## src/rtl/median_window_sequencer.sv

```systemverilog
// Sequences one 3x3 median window: load pixels, run the sort engine, wait out the pipeline, present the result.
// Latency: 1 + SORT_CYCLES + PIPE_LAT cycles from the last pixel accept to out_valid (12 at default parameters).
// Backpressure: in_ready is high only in LOAD; out_valid is held until out_ready, with no window overlap.
// Optional build macro MEDIAN_SEQ_PERF_EN adds saturating window and output-stall counters.
module median_window_sequencer #(
    parameter int WINDOW_SIZE = 9,
    parameter int SORT_CYCLES = 9,
    parameter int PIPE_LAT    = 2
) (
    input  logic        CLK,
    input  logic        RST,
    input  logic        enable,
    input  logic        flush,
    input  logic        in_valid,
    output logic        in_ready,
    output logic        load_en,
    output logic [3:0]  counter_window,
    output logic [3:0]  delayed_counter_window,
    output logic        start_bubble_sort,
    output logic        delay_start_bubble_sort,
    output logic        delay_2clk_start_bubble_sort,
    output logic        sort_en,
    output logic [3:0]  sort_step,
    output logic        sort_phase,
    output logic        out_valid,
    input  logic        out_ready,
    output logic        busy,
    output logic [15:0] win_count,
    output logic [15:0] stall_count
);

    // Terminal values of the 4-bit counters, computed once so the compares stay width-exact.
    localparam logic [3:0] LP_CW_LAST   = 4'(WINDOW_SIZE - 1);
    localparam logic [3:0] LP_SORT_LAST = 4'(SORT_CYCLES - 1);
    localparam logic [3:0] LP_WAIT_LAST = (PIPE_LAT == 0) ? 4'd0 : 4'(PIPE_LAT - 1);

    typedef enum logic [2:0] {
        S_IDLE = 3'd0,
        S_LOAD = 3'd1,
        S_SORT = 3'd2,
        S_WAIT = 3'd3,
        S_OUT  = 3'd4
    } state_t;

    state_t     r_state;
    logic [3:0] r_counter_window;
    logic [3:0] r_delayed_counter_window;
    logic       r_start_bubble_sort;
    logic       r_delay_start;
    logic       r_delay_2clk_start;
    logic       r_sort_en;
    logic [3:0] r_sort_step;
    logic [3:0] r_wait_cnt;
    logic       r_in_ready;
    logic       r_out_valid;
    logic       r_busy;

    logic       w_accept;
    logic       w_handshake;

    // A pixel beat is written whenever upstream and sequencer agree, even if a flush discards it.
    assign w_accept    = in_valid & r_in_ready;
    assign w_handshake = r_out_valid & out_ready;

    // Main FSM; every control output is registered and set on the transition into its state.
    always_ff @(posedge CLK or negedge RST) begin
        if (!RST) begin
            r_state                  <= S_IDLE;
            r_counter_window         <= 4'd0;
            r_delayed_counter_window <= 4'd0;
            r_start_bubble_sort      <= 1'b0;
            r_delay_start            <= 1'b0;
            r_delay_2clk_start       <= 1'b0;
            r_sort_en                <= 1'b0;
            r_sort_step              <= 4'd0;
            r_wait_cnt               <= 4'd0;
            r_in_ready               <= 1'b0;
            r_out_valid              <= 1'b0;
            r_busy                   <= 1'b0;
        end else begin
            // The datapath's delay chain runs in every state, flush included.
            r_delayed_counter_window <= r_counter_window;
            r_delay_start            <= r_start_bubble_sort;
            r_delay_2clk_start       <= r_delay_start;
            // start_bubble_sort is a single-cycle pulse unless re-armed below.
            r_start_bubble_sort      <= 1'b0;

            if (flush) begin
                // Abort wins over an accept in the same cycle; the partial window is dropped.
                r_state          <= S_IDLE;
                r_counter_window <= 4'd0;
                r_sort_step      <= 4'd0;
                r_wait_cnt       <= 4'd0;
                r_sort_en        <= 1'b0;
                r_in_ready       <= 1'b0;
                r_out_valid      <= 1'b0;
                r_busy           <= 1'b0;
            end else begin
                case (r_state)
                    S_IDLE: begin
                        if (enable) begin
                            r_state    <= S_LOAD;
                            r_in_ready <= 1'b1;
                            r_busy     <= 1'b1;
                        end
                    end

                    S_LOAD: begin
                        if (w_accept) begin
                            if (r_counter_window == LP_CW_LAST) begin
                                // Window full: stop accepting and fire the first sort phase.
                                r_counter_window    <= 4'd0;
                                r_state             <= S_SORT;
                                r_in_ready          <= 1'b0;
                                r_sort_en           <= 1'b1;
                                r_sort_step         <= 4'd0;
                                r_start_bubble_sort <= 1'b1;
                            end else begin
                                r_counter_window <= r_counter_window + 4'd1;
                            end
                        end
                    end

                    S_SORT: begin
                        if (r_sort_step == LP_SORT_LAST) begin
                            r_sort_en   <= 1'b0;
                            r_sort_step <= 4'd0;
                            if (PIPE_LAT == 0) begin
                                r_state     <= S_OUT;
                                r_out_valid <= 1'b1;
                            end else begin
                                r_state    <= S_WAIT;
                                r_wait_cnt <= 4'd0;
                            end
                        end else begin
                            r_sort_step <= r_sort_step + 4'd1;
                        end
                    end

                    S_WAIT: begin
                        // Let the last compare-swap drain through the datapath pipeline.
                        if (r_wait_cnt == LP_WAIT_LAST) begin
                            r_wait_cnt  <= 4'd0;
                            r_state     <= S_OUT;
                            r_out_valid <= 1'b1;
                        end else begin
                            r_wait_cnt <= r_wait_cnt + 4'd1;
                        end
                    end

                    S_OUT: begin
                        // Result stays valid until taken; enable decides whether another window follows.
                        if (out_ready) begin
                            r_out_valid <= 1'b0;
                            if (enable) begin
                                r_state    <= S_LOAD;
                                r_in_ready <= 1'b1;
                            end else begin
                                r_state <= S_IDLE;
                                r_busy  <= 1'b0;
                            end
                        end
                    end

                    default: begin
                        r_state     <= S_IDLE;
                        r_in_ready  <= 1'b0;
                        r_sort_en   <= 1'b0;
                        r_out_valid <= 1'b0;
                        r_busy      <= 1'b0;
                    end
                endcase
            end
        end
    end

    assign in_ready                     = r_in_ready;
    assign load_en                      = w_accept;
    assign counter_window               = r_counter_window;
    assign delayed_counter_window       = r_delayed_counter_window;
    assign start_bubble_sort            = r_start_bubble_sort;
    assign delay_start_bubble_sort      = r_delay_start;
    assign delay_2clk_start_bubble_sort = r_delay_2clk_start;
    assign sort_en                      = r_sort_en;
    assign sort_step                    = r_sort_step;
    assign sort_phase                   = r_sort_step[0];
    assign out_valid                    = r_out_valid;
    assign busy                         = r_busy;

`ifdef MEDIAN_SEQ_PERF_EN
    logic [15:0] r_win_count;
    logic [15:0] r_stall_count;

    // Saturating performance counters; only reset clears them, flush leaves them alone.
    always_ff @(posedge CLK or negedge RST) begin
        if (!RST) begin
            r_win_count   <= 16'd0;
            r_stall_count <= 16'd0;
        end else begin
            if (w_handshake && (r_win_count != 16'hFFFF)) begin
                r_win_count <= r_win_count + 16'd1;
            end
            if (r_out_valid && !out_ready && (r_stall_count != 16'hFFFF)) begin
                r_stall_count <= r_stall_count + 16'd1;
            end
        end
    end

    assign win_count   = r_win_count;
    assign stall_count = r_stall_count;
`else
    logic w_unused;
    assign w_unused    = w_handshake;
    assign win_count   = 16'd0;
    assign stall_count = 16'd0;
`endif

endmodule

```

## config.mk

```make
export PLATFORM = sky130hd
export DESIGN_NAME = median_window_sequencer
export DESIGN_NICKNAME = d
export VERILOG_FILES = /design/src/rtl/median_window_sequencer.sv
export SDC_FILE = /design/constraint.sdc
export NUM_CORES = 1
export LEC_CHECK = 0
export CORE_AREA = 10 10 70 72
export DETAILED_ROUTE_END_ITERATION = 16
export DIE_AREA = 0 0 80 82
export PLACE_DENSITY = 0.86
export SKIP_CTS_REPAIR_TIMING = 1
export SYNTH_ARGS = -nofsm -noshare
export SYNTH_HDL_FRONTEND = slang
export SYNTH_SLANG_ARGS = --single-unit
```

## constraint.sdc

```tcl
create_clock -name CLK -period 4.3 [get_ports CLK]
set_input_delay 0.645 -clock CLK [delete_from_list [all_inputs] [get_ports CLK]]
set_output_delay 0.645 -clock CLK [all_outputs]
set_load 0.02 [all_outputs]
```

# [Word-level counts from Yosys, hierarchy flattened]
# Cells that the tools add are included.
[word_totals] regBits=26 elab_cells=97
[op_classes] muxes=46 eq_ne=18 bitwise_logic=1 reduce_logical=17 add_sub_neg=3
[op_table] cell="two-way mux 4 bit" count=11
[op_table] cell="two-way mux 1 bit" count=21
[op_table] cell="two-way mux 3 bit" count=7
[op_table] cell="!= test 3 bit, second input constant" count=7
[op_table] cell="case mux 4 bit (2 select lines)" count=2
[op_table] cell="case mux 3 bit (5 select lines)" count=1
[op_table] cell="adder 4 x 1 -> 4 bit, second input constant" count=3
[op_table] cell="AND reduction 4 bit" count=3
[op_table] cell="case mux 1 bit (3 select lines)" count=3
[op_table] cell="OR reduction 3 bit" count=3
[op_table] cell="equality test 4 bit, second input constant" count=2
[op_table] cell="!= test 2 x 1 -> 1 bit, second input constant" count=4
[op_table] cell="equality test 3 x 2 -> 1 bit, second input constant" count=2
[op_table] cell="AND reduction 3 bit" count=2
[op_table] cell="AND reduction 6 bit" count=1
[op_table] cell="nonzero test 3 bit" count=2
[op_table] cell="equality test 4 x 1 -> 1 bit, second input constant" count=1
[op_table] cell="case mux 1 bit (4 select lines)" count=1
[op_table] cell="AND reduction 2 bit" count=2
[op_table] cell="nonzero test 2 bit" count=2
[op_table] cell="equality test 3 x 1 -> 1 bit, second input constant" count=1
[op_table] cell="equality test 3 bit, second input constant" count=1
[op_table] cell="zero test 3 bit" count=1
[op_table] cell="OR reduction 2 bit" count=1
[op_table] cell="bitwise AND 1 bit" count=1

# [Depth between registers and ports, before layout]
# Gate-level depths: netlist of run 1.
[depth] depth_word=5 depth_mapped=6 mapped_depth_nobuf=5

# [Worst setup path after synthesis of run 1]
# Ideal clock, no wire load.
[synth_path] path_type="input to register" startpoint="in flush" endpoint="reg r_sort_en, in the netlist sort_en" setup_ns=0.065 required_time_ns=4.235 arrival_ns=1.582 slack_ns=2.653 n_path_buf=0 cell_stages=3 path_cell_list="or4b_4 > a2111oi_4 > o22a_1"
[synth_between] elab_chain_len=2 word_cells_on_any_way=6
[synth_lines] element="from (decl)" line="13" text="input logic flush,"
[synth_lines] element="!= test 3 bit (no line) or != test 2 x 1 -> 1 bit (tied branches)"
[synth_lines] element="AND reduction 4 bit (no line)"
[synth_lines] element="to (signal assigned)" line="74" text="r_sort_en <= 1'b0;"
[synth_lines] element="to (signal assigned)" line="94" text="r_sort_en <= 1'b0;"
[synth_lines] element="to (signal assigned)" line="115" text="r_sort_en <= 1'b1;"
[synth_lines] element="to (decl)" line="51" text="logic r_sort_en;"
# Parallel ways exist; a longest one is shown, timed or not.
# A chain may end at the register's enable or synchronous reset.

# [Final worst setup path of run 1]
[layout_path] startpoint="in in_valid" endpoint="out load_en"
[layout_between] elab_chain_len=1
[layout_lines] element="from (decl)" line="14" text="input logic in_valid,"
[layout_lines] element="bitwise AND 1 bit" line="62" text="assign w_accept = in_valid & r_in_ready;"
[layout_lines] element="to (decl)" line="16" text="output logic load_en,"
# Every way passes these cells.

==> reports/results.md, run 1 <==
• run status: finished, final reports clean
• synthesized instance count: 165
• hold wc startpoint: start_bubble_sort
• clock skew: 7.23 ps
• drt first pass iters: 4
• unrepaired setup endpoints after global routing: no
• met2 routed wirelength: 1780 µm
• dominant register cell in the synthesized netlist: dfrtp_1
• number of buffers inserted during clock tree synthesis: 3
• remaining max-slew budget at the tightest pin: 36.3%
• total grt overflow: 0
• sequential cell area fraction in the yosys report: 39.7%
• clock tree sinks: 26
• element type at the critical path end: primary output
• launch point of the worst reg-to-reg path: r_state[1]
• Worst Path Max Fanout: 4
• post-route fraction of the period consumed by the critical path: 62.8%
• routed wire length: 3560 µm
• Metal-1 WL: 1470 µm
• count of inserted antenna diode cells: 0
• Port-buffer cells: 26
• number of flip-flops and latches in the synthesized netlist: 26
• clock network latency to the later pin of the worst-skew pair: 320 ps
• Placeable Area: 3580 µm²
• power density over the cells: 266 nW/µm²
• number of antenna violations at the first check in global routing: 0
• via count of the first global-routing pass: 1183
• total I/O pin count: 59
• Die Span X: 80 µm
• count of cells along the worst hold path: 0
• met3 routed wirelength: 296 µm
• commonest non-fill, non-tap cells in the layout: conb_1 (32), dfrtp_1 (26), clkdlybuf4s50_1 (26)
• FMAX: 370 MHz
• Worst Hold Endpoint: delay_start_bubble_sort
• CP Launch Type: input pin
• initial core utilization: 45.8%
• Max Used Layer: met4
• Worst Hold Margin: 390 ps
• HPWL after DPL: 2730 µm
• number of nets in the finished design: 201
• TritonCTS clock tree: built
• y dimension of the die: 82 µm
• Crit path arrival time: 2060 ps
• total via count in the routed design: 1196
• static leakage: 0.818 nW
• synthesized cell area: 1640 µm²
• worst endpoint required time: 3650 ps
• RePlAce Congestion: 0.834
• critical setup path kind: input pin to primary output
• count of nets left with antenna violations after detail routing: 0
• actual slew at the worst max-slew pin: 942 ps
• Register-to-Register Setup Slack: 2240 ps
• asr flop ratio synth: 100%
• first-pass GRT wire length: 5640 µm
• maximum clock path buffer count: 2
• EDFF count, synth: 0
• fin. max-slew vios: 0
• Root Buffer: clkbuf_4
• number of hold violations in the final report: 0
• row cnt: 22
• Period minus WS final: 2700 ps
• count of maximum capacitance violations: 0
• YS warnings: 0
• DRC Markers: 0
• maximum vdd drop: 114 µV
• synth unique cells: 50
• routed wire length per instance: 15.1 µm
• class of the worst hold path: flip-flop to flip-flop
• r2r endpoint: out_valid
• r2r worst-path depth: 3
• All-Layer GR Usage: 10.5%
• mean cell area of the mapped netlist: 9.93 µm²
• Total Die Area: 6560 µm²
• total power consumption of the routed design: 0.495 mW
• H-tree Lvls: 1
• post-synthesis to final-layout area growth: 13.5%
• final setup TNS: 0 ps
• count of routing violations after the opening detailed-route iteration: 103
• clock-pin slew of the registers on the worst-case setup and hold paths: 140 ps
• share of final-layout standard cells stronger than drive strength 1: 6.38%
• final setup fails: 0
• most common cell after layout, fill and taps aside: conb_1
• pin count of the biggest net entering global routing: 27
• average vias per placed instance: 5.07
-- cell usage after synthesis, types with 2 or more instances --
cell       count  area, µm²
nand3b_1       5       37.5
buf_4         33        248
and2_1         2       12.5
nand4_1        3       18.8
a21oi_1        7       35.0
nand2_1        5       18.8
o21ai_0        5       25.0
nor3b_1        3       22.5
buf_2          4       20.0
nand3_1        4       20.0
inv_1         14       52.6
o211ai_1       4       30.0
ha_1           6       75.1
o31ai_1        2       15.0
nor4bb_1       2       20.0
nand2b_1       2       12.5
dfrtp_1       26        651
o2bb2ai_1      2       17.5
nor2_1         4       15.0
clkbuf_1       2       7.51
-- cell families after synthesis --
family	Yosys count	synth area share, %
AO/OA/AOI/OAI	34	16.1
XOR/XNOR	1	0.534
adder cells (fa/ha/maj)	6	4.58
buffers and inverters	53	20.0
flip-flops	26	39.7
multiplexers	2	1.30
other	1	0.229
AND/OR/NAND/NOR	42	17.6
-- sequential cells by signal, summed over array words and instances (netlist names) --
register and count:
in_ready 1, delay_2clk_start_bubble_sort 1, r_wait_cnt 4, r_state 3
busy 1, sort_step 4, sort_en 1, out_valid 1
delay_start_bubble_sort 1, delayed_counter_window 4, start_bubble_sort 1, counter_window 4
-- worst max-delay path: stages --
cell and delay, ps:
clkdlybuf4s50_1 500, nand2_1 130, inv_1 150, clkdlybuf4s50_1 630
-- metal layers --
layer	GRT usage (%)	up-vias
li1	-	575
met1	13.3	568
met2	16.8	51
met3	2.84	2
met4	4.05	0
met5	0	-
-- report_power, final --
group | switching, mW | total, mW | leakage [nW] | internal (mW)
Sequential | 0.00745 | 0.256 | 0.359 | 0.248
Combinational | 0.0516 | 0.0713 | 0.431 | 0.0196
Clock | 0.0735 | 0.168 | 0.0279 | 0.0943
-- metrics by stage --
stage / instance area [µm²] / utilization, % / setup slack (ps) / instances
floorplan: 1760 / - / 2650 / 196
global placement: 1810 / 50.5 / 1600 / 232
detailed placement: 1810 / 50.5 / 1480 / 232
CTS: 1860 / 52.0 / 1600 / 236
global route: 1860 / 52.0 / 1540 / 236
finish: 1860 / 52.0 / 1600 / 236
-- worst max path at each step --
stage,from,depth (start not counted),slack (ps),end
after floorplan,flush,3,2650,sort_en
after global placement,flush,4,1600,out_valid
after detailed placement,flush,4,1480,out_valid
after CTS,in_valid,4,1600,load_en
after global routing,in_valid,4,1540,load_en
final,in_valid,4,1600,load_en
-- area by class of cell --
cell class	count	area [µm²]
timing repair buffer	27	268
multi-input combinational	117	777
fill	327	1720
clock inverter	1	30.0
sequential	26	651
clock buffer	3	22.5
inverter	14	52.6
tap	48	60.1
Note: power is estimated with default switching activity, not from simulation.
==> run 2: changes to the inputs <==
--- a/config.mk
+++ b/config.mk
@@ -5,10 +5,10 @@
 export SDC_FILE = /design/constraint.sdc
 export NUM_CORES = 1
 export LEC_CHECK = 0
-export CORE_AREA = 10 10 70 72
+export CORE_AREA = 10 10 72 74
 export DETAILED_ROUTE_END_ITERATION = 16
-export DIE_AREA = 0 0 80 82
-export PLACE_DENSITY = 0.86
+export DIE_AREA = 0 0 82 84
+export PLACE_DENSITY = 0.82
 export SKIP_CTS_REPAIR_TIMING = 1
 export SYNTH_ARGS = -nofsm -noshare
 export SYNTH_HDL_FRONTEND = slang
==> constraint.sdc (replaced) <==
create_clock -name CLK -period 2.7 [get_ports CLK]
set_input_delay 0.405 -clock CLK [delete_from_list [all_inputs] [get_ports CLK]]
set_output_delay 0.405 -clock CLK [all_outputs]
set_load 0.02 [all_outputs]
==> run 2 against run 1 <==
Effect of this change:
- utilization is 3.2 points lower
- wire length is 0.56% lower
- combinational power up 61%
- final area is 1.1% higher
- non-clock buffer count grew 2
- total power grew 57%
- sequential power increased by 59%
- clock skew down 5.8 ps
- cell count rose by 1.7%
- die area is 5.0% higher
- via count is 0.50% lower
- critical path type unchanged
- largest power group unchanged
==> reports/results.md, run 2 (synthesis gave the netlist of run 1 again) <==
• class of the worst hold path: flip-flop to flip-flop
• commonest non-fill, non-tap cells in the layout: conb_1 (32), dfrtp_1 (26), clkdlybuf4s50_1 (26)
• unrepaired setup endpoints after global routing: no
• post-synthesis to final-layout area growth: 14.7%
• launch point of the worst reg-to-reg path: r_state[1]
• element type at the critical path end: primary output
• r2r endpoint: r_state[0]
• HPWL after DPL: 2750 µm, +0.91%
• total I/O pin count: 59, unchanged
• Filler Cells Inserted: 382, +17%
• total via count in the routed design: 1190, -0.50%
• clock network latency to the later pin of the worst-skew pair: 270 ps, -50 ps
• first-pass GRT wire length: 5770 µm, +2.2%
• area used by multi-input combinational logic: 777 µm², unchanged
• number of hold violations in the final report: 0, unchanged
• Worst Path Max Fanout: 4, unchanged
• RePlAce Congestion: 0.842, +0.96%
• number of antenna violations at the first check in global routing: 0, unchanged
• average vias per placed instance: 4.96, -2.2%
• post-route fraction of the period consumed by the critical path: 81.9%
• CP Launch Type: input pin
• count of routing violations after the opening detailed-route iteration: 65, -37%
• most common cell after layout, fill and taps aside: conb_1
• total grt overflow: 0, unchanged
• Non-Filler Cell Area, Final: 1880 µm², +1.1%
• routed wire length per instance: 14.8 µm, -2.2%
• Crit path arrival time: 1810 ps, -250 ps
• routed wire length: 3540 µm, -0.56%
• CP Capture Point: load_en
• drt first pass iters: 4, unchanged
• maximum clock path buffer count: 2, unchanged
• remaining max-slew budget at the tightest pin: 59.6%, +23 points
• TritonCTS clock tree: built
• number of buffers inserted during clock tree synthesis: 3, unchanged
• DRC Markers: 0, unchanged
• via count of the first global-routing pass: 1207, +2.0%
• count of inserted antenna diode cells: 0, unchanged
• clock-pin slew of the registers on the worst-case setup and hold paths: 90 ps, -50 ps
• fin. max-slew vios: 0, unchanged
• H-tree Lvls: 1, unchanged
• FMAX: 452 MHz
• pin count of the biggest net entering global routing: 27, unchanged
• static leakage: 0.829 nW, +1.4%
• Total Die Area: 6890 µm², +5.0%
• Period minus WS final: 2210 ps
• y dimension of the die: 84 µm, +2.4%
• actual slew at the worst max-slew pin: 597 ps, -345 ps
• power density over the cells: 412 nW/µm², +55%
• maximum vdd drop: 232 µV, +100%
• clock tree sinks: 26, unchanged
• area taken by flip-flops and latches: 651 µm², unchanged
• final setup TNS: 0 ps, unchanged
• Placeable Area: 3860 µm², +7.8%
• final setup fails: 0, unchanged
• Die Span X: 82 µm, +2.5%
• number of nets in the finished design: 203, +1.0%
• Port-buffer cells: 26, unchanged
• row cnt: 23, +4.5%
• Post-DP Area: 1830 µm², +0.97%
• clock skew: 1.38 ps, -5.85 ps
• origin of the worst setup path: in_valid
• r2r worst-path depth: 3, unchanged
• count of maximum capacitance violations: 0, unchanged
• Register-to-Register Setup Slack: 810 ps, -1430 ps
• initial core utilization: 42.5%, -3.3 points
• share of final-layout standard cells stronger than drive strength 1: 7.37%, +0.99 points
• run status: finished, final reports clean
• count of nets left with antenna violations after detail routing: 0, unchanged
• Root Buffer: clkbuf_8
• All-Layer GR Usage: 10.2%, -0.34 points
• critical setup path kind: input pin to primary output
• worst endpoint required time: 2300 ps, -1350 ps
## run 2: critical path: stages
cell	delay (ps)
clkdlybuf4s50_1	490
nand2_1	130
inv_1	140
clkdlybuf4s50_1	630
## run 2: stage by stage
| stage | utilization, % | instances | hold WS [ps] | worst slack (ps) | power [mW] |
|---|---|---|---|---|---|
| 2_1_floorplan | - | 196 | 109 | 1170 | 0.524 |
| 3_3_place_gp | 47.3 | 236 | 360 | 508 | 0.525 |
| 3_5_place_dp | 47.3 | 236 | 364 | 465 | 0.527 |
| 4_1_cts | 48.8 | 240 | 384 | 482 | 0.776 |
| 5_1_grt | 48.8 | 240 | 411 | 418 | 0.811 |
| 6_report | 48.8 | 240 | 381 | 489 | 0.775 |
## run 2: area by class of cell
cell class / count / area share (%)
Multi-Input combinational cell: 117 / 41.3
Sequential cell: 26 / 34.6
Timing Repair Buffer: 29 / 15.0
Tap cell: 50 / 3.33
Clock buffer: 4 / 2.93
Inverter: 14 / 2.79
## run 2: worst min path at each step
stage	from	endpoint	cells after the start	slack, ps
detailed placement	start_bubble_sort	delay_start_bubble_sort	0	360
global placement	start_bubble_sort	delay_start_bubble_sort	0	360
global route	delay_start_bubble_sort	delay_2clk_start_bubble_sort	0	410
floorplan	RST	busy	0	110
finish	start_bubble_sort	delay_start_bubble_sort	0	380
CTS	start_bubble_sort	delay_start_bubble_sort	0	380
## run 2: per-layer routing
metal / up-vias / track usage, % / part of all wire (%) / wire length (µm)
met5: - / 0 / 0 / 0
met4: 0 / 2.48 / 0.96 / 34
met3: 5 / 3.02 / 5.4 / 193
met2: 33 / 16.8 / 52 / 1830
met1: 576 / 12.4 / 42 / 1490
li1: 576 / - / - / -
## run 2: where the power goes
group	leakage (nW)	total [mW]	internal (mW)	switching (mW)
combinational	0.441	0.115	0.0323	0.0828
sequential	0.359	0.407	0.395	0.0117
clock	0.0288	0.253	0.131	0.123
total	0.829	0.775	0.558	0.217
==> run 3: changes to the inputs <==
==> constraint.sdc (replaced) <==
create_clock -name CLK -period 2.1 [get_ports CLK]
set_input_delay 0.315 -clock CLK [delete_from_list [all_inputs] [get_ports CLK]]
set_output_delay 0.315 -clock CLK [all_outputs]
set_load 0.02 [all_outputs]
==> run 3 against run 2 <==
Effect of this change:
- wire length hardly changed
- cell count is 0.83% higher
- sequential power grew 29%
- sequential cell count is the same
- utilization increased by 0.39 points
- register-to-register slack lost 440 ps
==> reports/results.md, run 3 (synthesis gave the netlist of run 1 again) <==
• run status: finished, final reports clean
• clock network latency to the later pin of the worst-skew pair: 270 ps, about the same
• initial core utilization: 42.5%, unchanged
• total grt overflow: 0, unchanged
• count of inserted antenna diode cells: 0, unchanged
• Die Span X: 82 µm, unchanged
• Port-buffer cells: 26, unchanged
• share of final-layout standard cells stronger than drive strength 1: 8.33%, +0.96 points
• maximum clock path buffer count: 2, unchanged
• pin count of the biggest net entering global routing: 27, unchanged
• routed wire length per instance: 14.7 µm, -0.77%
• final setup fails: 0, unchanged
• total via count in the routed design: 1214, +2.0%
• RePlAce Congestion: 0.808, -4.1%
• static leakage: 0.839 nW, +1.2%
• remaining max-slew budget at the tightest pin: 64.6%, +5.0 points
• TritonCTS clock tree: built
• routed wire length: 3550 µm, about the same
• average vias per placed instance: 5.02, +1.2%
• count of nets left with antenna violations after detail routing: 0, unchanged
• commonest non-fill, non-tap cells in the layout: conb_1 (32), dfrtp_1 (26), clkdlybuf4s50_1 (26)
• Non-Filler Cell Area, Final: 1900 µm², +0.80%
• post-layout utilization of the core: 49.2%, +0.39 points
• actual slew at the worst max-slew pin: 531 ps, -66.3 ps
• Crit path arrival time: 1640 ps, -170 ps
• drt first pass iters: 4, unchanged
• Root Buffer: clkbuf_8
• class of the worst hold path: flip-flop to flip-flop
• worst setup slack after layout: 147 ps, -341 ps
• maximum vdd drop: 264 µV, +14%
• post-route fraction of the period consumed by the critical path: 93.0%
• clock skew: 6.22 ps, +4.83 ps
• Placeable Area: 3860 µm², unchanged
• Period minus WS final: 1950 ps
• worst endpoint required time: 1780 ps, -520 ps
• power density over the cells: 526 nW/µm², +28%
• y dimension of the die: 84 µm, unchanged
• DRC Markers: 0, unchanged
• via count of the first global-routing pass: 1200, -0.58%
• Worst Path Max Fanout: 4, unchanged
• number of buffers inserted during clock tree synthesis: 3, unchanged
• first-pass GRT wire length: 5930 µm, +2.8%
• number of hold violations in the final report: 0, unchanged
• Total Die Area: 6890 µm², unchanged
• most common cell after layout, fill and taps aside: conb_1
• count of routing violations after the opening detailed-route iteration: 64, -1.5%
• pre-CTS setup slack: 150 ps, -316 ps
• CP Launch Type: input pin
• All-Layer GR Usage: 10.6%, +0.46 points
• final setup TNS: 0 ps, unchanged
• H-tree Lvls: 1, unchanged
• unrepaired setup endpoints after global routing: no
• FMAX: 512 MHz
• number of nets in the finished design: 205, +0.99%
• row cnt: 23, unchanged
• element type at the critical path end: primary output
• Post-DP Area: 1840 µm², +0.82%
• critical setup path kind: input pin to primary output
• post-synthesis to final-layout area growth: 15.6%
• count of maximum capacitance violations: 0, unchanged
• total I/O pin count: 59, unchanged
• number of antenna violations at the first check in global routing: 0, unchanged
• HPWL after DPL: 2740 µm, -0.36%
• Worst Hold Margin: 379 ps, -1.57 ps
• clock-pin slew of the registers on the worst-case setup and hold paths: 80 ps, about the same
• clock tree sinks: 26, unchanged
• fin. max-slew vios: 0, unchanged
-- run 3: cell count changes in the layout (fill, tap and decap cells not counted) --
cell   change
buf_4      +2
-- run 3: stage by stage --
stage          total power [mW]  instances
6_report                  0.998        242
2_1_floorplan             0.674        196
3_3_place_gp              0.677        238
5_1_grt                    1.05        242
4_1_cts                    1.01        242
3_5_place_dp              0.679        238
-- run 3: path summary, 6_finish.rpt --
kind / startpoint / to / slack, ps / depth (start not counted)
min in group asynchronous: RST / r_state[1] / 410 / 2
max reg2reg: r_state[1] / sort_step[0] / 370 / 3
max: in_valid / load_en / 150 / 4
max in group asynchronous: RST / counter_window[1] / 1450 / 2
min reg2reg: start_bubble_sort / delay_start_bubble_sort / 380 / 0
min: start_bubble_sort / delay_start_bubble_sort / 380 / 0
-- run 3: metal layers --
metal  wire (µm)  share of wire [%]  vias up  GRT usage [%]
li1            -                  -      580              -
met1        1420                 40      593           12.6
met2        1850                 52       36           17.7
met3         224                6.3        5           3.13
met4          50                1.4        0           3.25
met5           0                  0        -              0
-- run 3: final cells by class --
type	instances	area [µm²]
fillers	384	1960
multi-input cells	117	777
well taps	50	62.6
clock buffers	4	55.1
inverters	14	52.6
repair buffers	31	298
flip-flops and latches	26	651
-- run 3: worst max-delay path, cell delays in order --
cell             delay, ps
clkdlybuf4s50_1        490
nand2_1                 80
inv_1                  110
clkdlybuf4s50_1        630
-- run 3: power by group --
part           switching, mW  internal (mW)
clock                  0.158          0.168
combinational          0.106         0.0430
sequential            0.0147          0.508
